--- config.mk ---
export PLATFORM = sky130hd
export DESIGN_NAME = booth_mult
export DESIGN_NICKNAME = d
export VERILOG_FILES = /design/src/rtl/booth_mult_pkg.sv /design/src/rtl/booth_step.sv /design/src/rtl/booth_mult.sv
export SDC_FILE = /design/constraint.sdc
export NUM_CORES = 1
export LEC_CHECK = 0
export BUFFER_PORTS_ARGS = -buffer_cell sky130_fd_sc_hd__clkbuf_2
export CORE_MARGIN = 2
export CORE_UTILIZATION = 40
export DETAILED_ROUTE_END_ITERATION = 12
export HOLD_SLACK_MARGIN = 0.1
export PLACE_DENSITY = 0.61
export SLEW_MARGIN = 20
export SYNTH_ARGS = -nofsm -noshare
export SYNTH_HDL_FRONTEND = slang
export SYNTH_HIERARCHICAL = 1
export SYNTH_SLANG_ARGS = --single-unit
--- constraint.sdc ---
create_clock -name clk -period 3.6 [get_ports clk]
set_input_delay 0.9 -clock clk [delete_from_list [all_inputs] [get_ports clk]]
set_output_delay 0.9 -clock clk [all_outputs]
set_load 0.02 [all_outputs]
--- src/rtl/booth_mult_pkg.sv ---
// booth_mult_pkg: FSM state encoding and default operand width shared by the ALU sequential units
package booth_mult_pkg;
    localparam int ALU_WIDTH = 8;
    localparam logic [1:0] IDLE = 2'd0;
    localparam logic [1:0] CALC = 2'd1;
    localparam logic [1:0] DONE = 2'd2;
endpackage

--- src/rtl/booth_step.sv ---
// booth_step: one radix-2 Booth iteration (add/subtract selection, then arithmetic right shift)
module booth_step
    import booth_mult_pkg::*;
#(
    parameter int WIDTH = ALU_WIDTH
) (
    input  logic [WIDTH:0]   acc,
    input  logic [WIDTH-1:0] q,
    input  logic             q_m1,
    input  logic [WIDTH-1:0] m,
    output logic [WIDTH:0]   acc_next,
    output logic [WIDTH-1:0] q_next,
    output logic             q_m1_next
);
    logic [WIDTH:0] m_ext;
    logic [WIDTH:0] sum;
    always_comb begin
        m_ext = {m[WIDTH-1], m};
        sum = {q[0], q_m1} == 2'b01 ? acc + m_ext :
              {q[0], q_m1} == 2'b10 ? acc - m_ext : acc;
        {acc_next, q_next, q_m1_next} = {sum[WIDTH], sum, q};
    end
endmodule

--- src/rtl/booth_mult.sv ---
// booth_mult: sequential signed radix-2 Booth multiplier, one step per clock, start/done handshake
module booth_mult
    import booth_mult_pkg::*;
#(
    parameter int WIDTH = ALU_WIDTH
) (
    input  logic                 clk,
    input  logic                 reset_n,
    input  logic                 start,
    input  logic [WIDTH-1:0]     a,
    input  logic [WIDTH-1:0]     b,
    output logic [2*WIDTH-1:0]   product,
    output logic                 done,
    output logic                 busy
);
    localparam int CW = $clog2(WIDTH) + 1;
    logic [1:0]       state, state_next;
    logic [WIDTH:0]   acc, acc_next;
    logic [WIDTH-1:0] q, q_next, m;
    logic             q_m1, q_m1_next;
    logic [CW-1:0]    count;
    logic             load, step;
    booth_step #(.WIDTH(WIDTH)) u_step (
        .acc      (acc),
        .q        (q),
        .q_m1     (q_m1),
        .m        (m),
        .acc_next (acc_next),
        .q_next   (q_next),
        .q_m1_next(q_m1_next)
    );
    always_ff @(posedge clk or negedge reset_n) begin
        if (!reset_n) state <= IDLE;
        else          state <= state_next;
    end
    // count still holds the pre-increment value on the last step
    always_comb begin
        state_next = state == IDLE ? (start ? CALC : IDLE) :
                     state == CALC ? (count == CW'(WIDTH - 1) ? DONE : CALC) : IDLE;
    end
    always_comb begin
        busy = state != IDLE;
        load = state == IDLE && start;
        step = state == CALC;
    end
    always_ff @(posedge clk or negedge reset_n) begin
        if (!reset_n) begin
            acc     <= '0;
            q       <= '0;
            m       <= '0;
            q_m1    <= 1'b0;
            count   <= '0;
            product <= '0;
            done    <= 1'b0;
        end else begin
            if (load) begin
                acc   <= '0;
                q     <= b;
                m     <= a;
                q_m1  <= 1'b0;
                count <= '0;
            end else if (step) begin
                acc   <= acc_next;
                q     <= q_next;
                q_m1  <= q_m1_next;
                count <= count + 1'b1;
            end
            done <= state == DONE;
            if (state == DONE) product <= {acc[WIDTH-1:0], q};
        end
    end
endmodule

==> results.md <==
* Final hold viol count at 0
* Layout cells sized above 1 at 0.197
* Slew headroom at 0.263
* Largest net degree at the start of global routing at 34
* Critical hold path startpoint: count[3]
* Type of origin of the critical path: flip-flop
* Worst slew pin tran at 1.10 ns
* Initial drt markers at 99
* Boundary Pins at 37
* Number of synthesized flops with an enable pin at 0
* Area delta synth->final at 8.40%
* Design Area, Final at ~3200 um^2
* Ranking of synthesized cells by area: dfrtp_1 42%, nand2_1 9.4%, ha_1 7.2%
* Post-synth top flop: dfrtp_1
* GPL Wtd Cong at just under 0.9
* Post-DRT Antenna Nets at 0
* Total power at 3.21 mW
* Endpoints failing setup at 0
* Site Rows at 31
* Inst Count DP at 431
* Mean Syn Cell Area at 9.34 um^2
* Reg-to-reg endpoint: acc[7]
* Setup TNS at 0 ns
* # DRC at 0
* Clk Latency, worst-skew pair at 0.30 ns
* Fmax achieved at 0.415 GHz
* Type of destination of the critical path: flip-flop
* Die Span Y at roughly 90 um
* Post-DP HPWL at around 4.5 mm
* Vias per Instance at roughly 5.1
* Initial antenna violation count at 0
* Tmin final at 2.41 ns
* PD cells at between 1000 and 1500 nW/um^2
* Starting Density at 0.409
* Status: completed
* Commonest non-fill, non-tap cell in the layout: nand2_1
* Area of the core at 7210 um^2
* Yosys top cell by area: dfrtp_1
* Gate Count Post-Synth at between 300 and 400
* Hold Crit Class: flip-flop to flip-flop
* # Post-CTS Setup Buffers at 0
* CTS hold repair buffers at 0
* R2R setup slack at between 1 and 1.5 ns
* Reg clk slew, reported paths at ~0.09 ns
* Setup Crit Path Kind: flip-flop to flip-flop
* Most frequent cells in the layout: 74 x nand2_1, 49 x dfrtp_1, 36 x clkbuf_2
* Total clock sinks at 49
* Final Net Count at between 300 and 400
* Worst hold path depth at 1
* GRT Util Overall at 0.162
* Placed Area at 3120 um^2
* # Max-Cap Violations at 0
* RSZ-0062 raised after global routing: no
* Final cell count without fillers at 439
* WL/cell at 14.2 um
* Worst R2R Start: acc[0]
* Final WL at slightly above 6 mm
* Net Count, Synth at approximately 350
* Global-route wire length before repair at between 10 and 15 mm
* Clk Tree Root Cell: clkbuf_8
* Antenna cell count at 0
* Post_cts resized at 0
* Lkg Pwr at 1.67 nW
* Asr flop ratio synth at 1.00
* Hold endpoint: count[3]
* Worst EP arrival at 2.65 ns
* Top cell type's share of synthesized area at 0.416
* Vias post-DR at about 2300
* Final period utilization at 0.670
* CTS tree: yes
* Gr ovfl total at 0
* Port buffer count at 36
* Post-Syn Area at 2950 um^2
* H-tree depth at 2
* Number of distinct library cells after synthesis at 48
* Req. time, crit path at between 3 and 4 ns
* Count of pins over their slew limit at 0
* R2R depth at 12
* Max Buffers Root-to-Sink at 2
* Synthesis Warnings at 6
* Number of detailed-route iterations in the first pass at 4
* Post-synthesis sequential area ratio at 0.416
* Vias in the first global route at 2253
* Synthesis-stage register bit count at 49
* Die Span X at 89.9 um
* Full die area at 8080 um^2
* Crit-path max FO at 5
* Total CTS buffers at 5
* Final Skew at 0.00822 ns
* Peak supply drop at 459 uV
-- metal layers --
metal / vias to the layer above / global-route usage / wire length, um
met5: - / 0 / 0
met4: 0 / 0.0526 / 87
met3: 9 / 0.0277 / 232
met2: 47 / 0.256 / 2860
met1: 1092 / 0.228 / 3040
li1: 1102 / - / -
-- sequential cells by signal, summed over array words and instances, names as in the netlist --
signal   cells
product     16
done         1
q_m1         1
count        4
m            8
state        2
acc          9
q            8
-- worst max-delay path by stage --
stage / start / to / slack, ns / cells after the start
2_1_floorplan: acc[0] / acc[8] / 1.31 / 13
3_3_place_gp: acc[0] / acc[7] / 1.28 / 12
3_5_place_dp: acc[0] / acc[8] / 1.21 / 12
4_1_cts: acc[0] / acc[7] / 1.20 / 12
5_1_grt: acc[0] / acc[8] / 0.97 / 12
6_report: acc[0] / acc[7] / 1.19 / 12
-- critical path, stage by stage (launching register included) --
cell and delay (ns):
dfrtp_1 0.43, inv_1 0.08, ha_1 0.14, inv_1 0.06, fa_1 0.41, a21o_1 0.20
a221oi_2 0.31, o31ai_1 0.13, mux2i_1 0.16, nand3b_1 0.10, xor2_1 0.17, nand2_1 0.08
nand2_1 0.09
-- Yosys cell counts, types with 5 or more instances --
cell type and instances:
a21oi_1 15, a22oi_1 10, buf_2 6, buf_4 11, dfrtp_1 49, ha_1 17
inv_1 19, mux2_2 8, mux2_4 9, nand2_1 74, nand2b_1 6, nand3_1 12
nor2_1 14, nor2b_1 5, o21ai_0 5, o22ai_1 5
-- layout make-up --
cell class	count	area, um^2
clock buffer	6	72.6
clock inverter	2	10.0
fill	766	4020
inverter	19	71.3
multi-input combinational	226	1500
sequential	49	1230
tap	99	124
timing repair buffer	38	195
-- cell families after synthesis --
family                   count (synthesis)  synth area share
AND/OR/NAND/NOR                        125             0.190
AO/OA/AOI/OAI                           56             0.128
flip-flops                              49             0.416
buffers and inverters                   41            0.0763
multiplexers                            21            0.0899
adder cells (fa/ha/maj)                 19            0.0857
XOR/XNOR                                 5            0.0148
-- report_power, final --
group          leakage [nW]  total (mW)  internal [mW]  switching [mW]
Clock                0.0450       0.309          0.135           0.174
Combinational          1.00        1.83          0.786            1.05
Sequential            0.621        1.06          0.795           0.270
-- per-stage QoR --
step / hold WS, ns / util / worst slack [ns]
floorplan: 0.436 / - / 1.31
global placement: 0.459 / 0.432 / 1.28
detailed placement: 0.461 / 0.432 / 1.21
CTS: 0.474 / 0.443 / 1.20
global route: 0.511 / 0.443 / 0.967
finish: 0.467 / 0.443 / 1.19
Power figures use the tool's default switching activity.
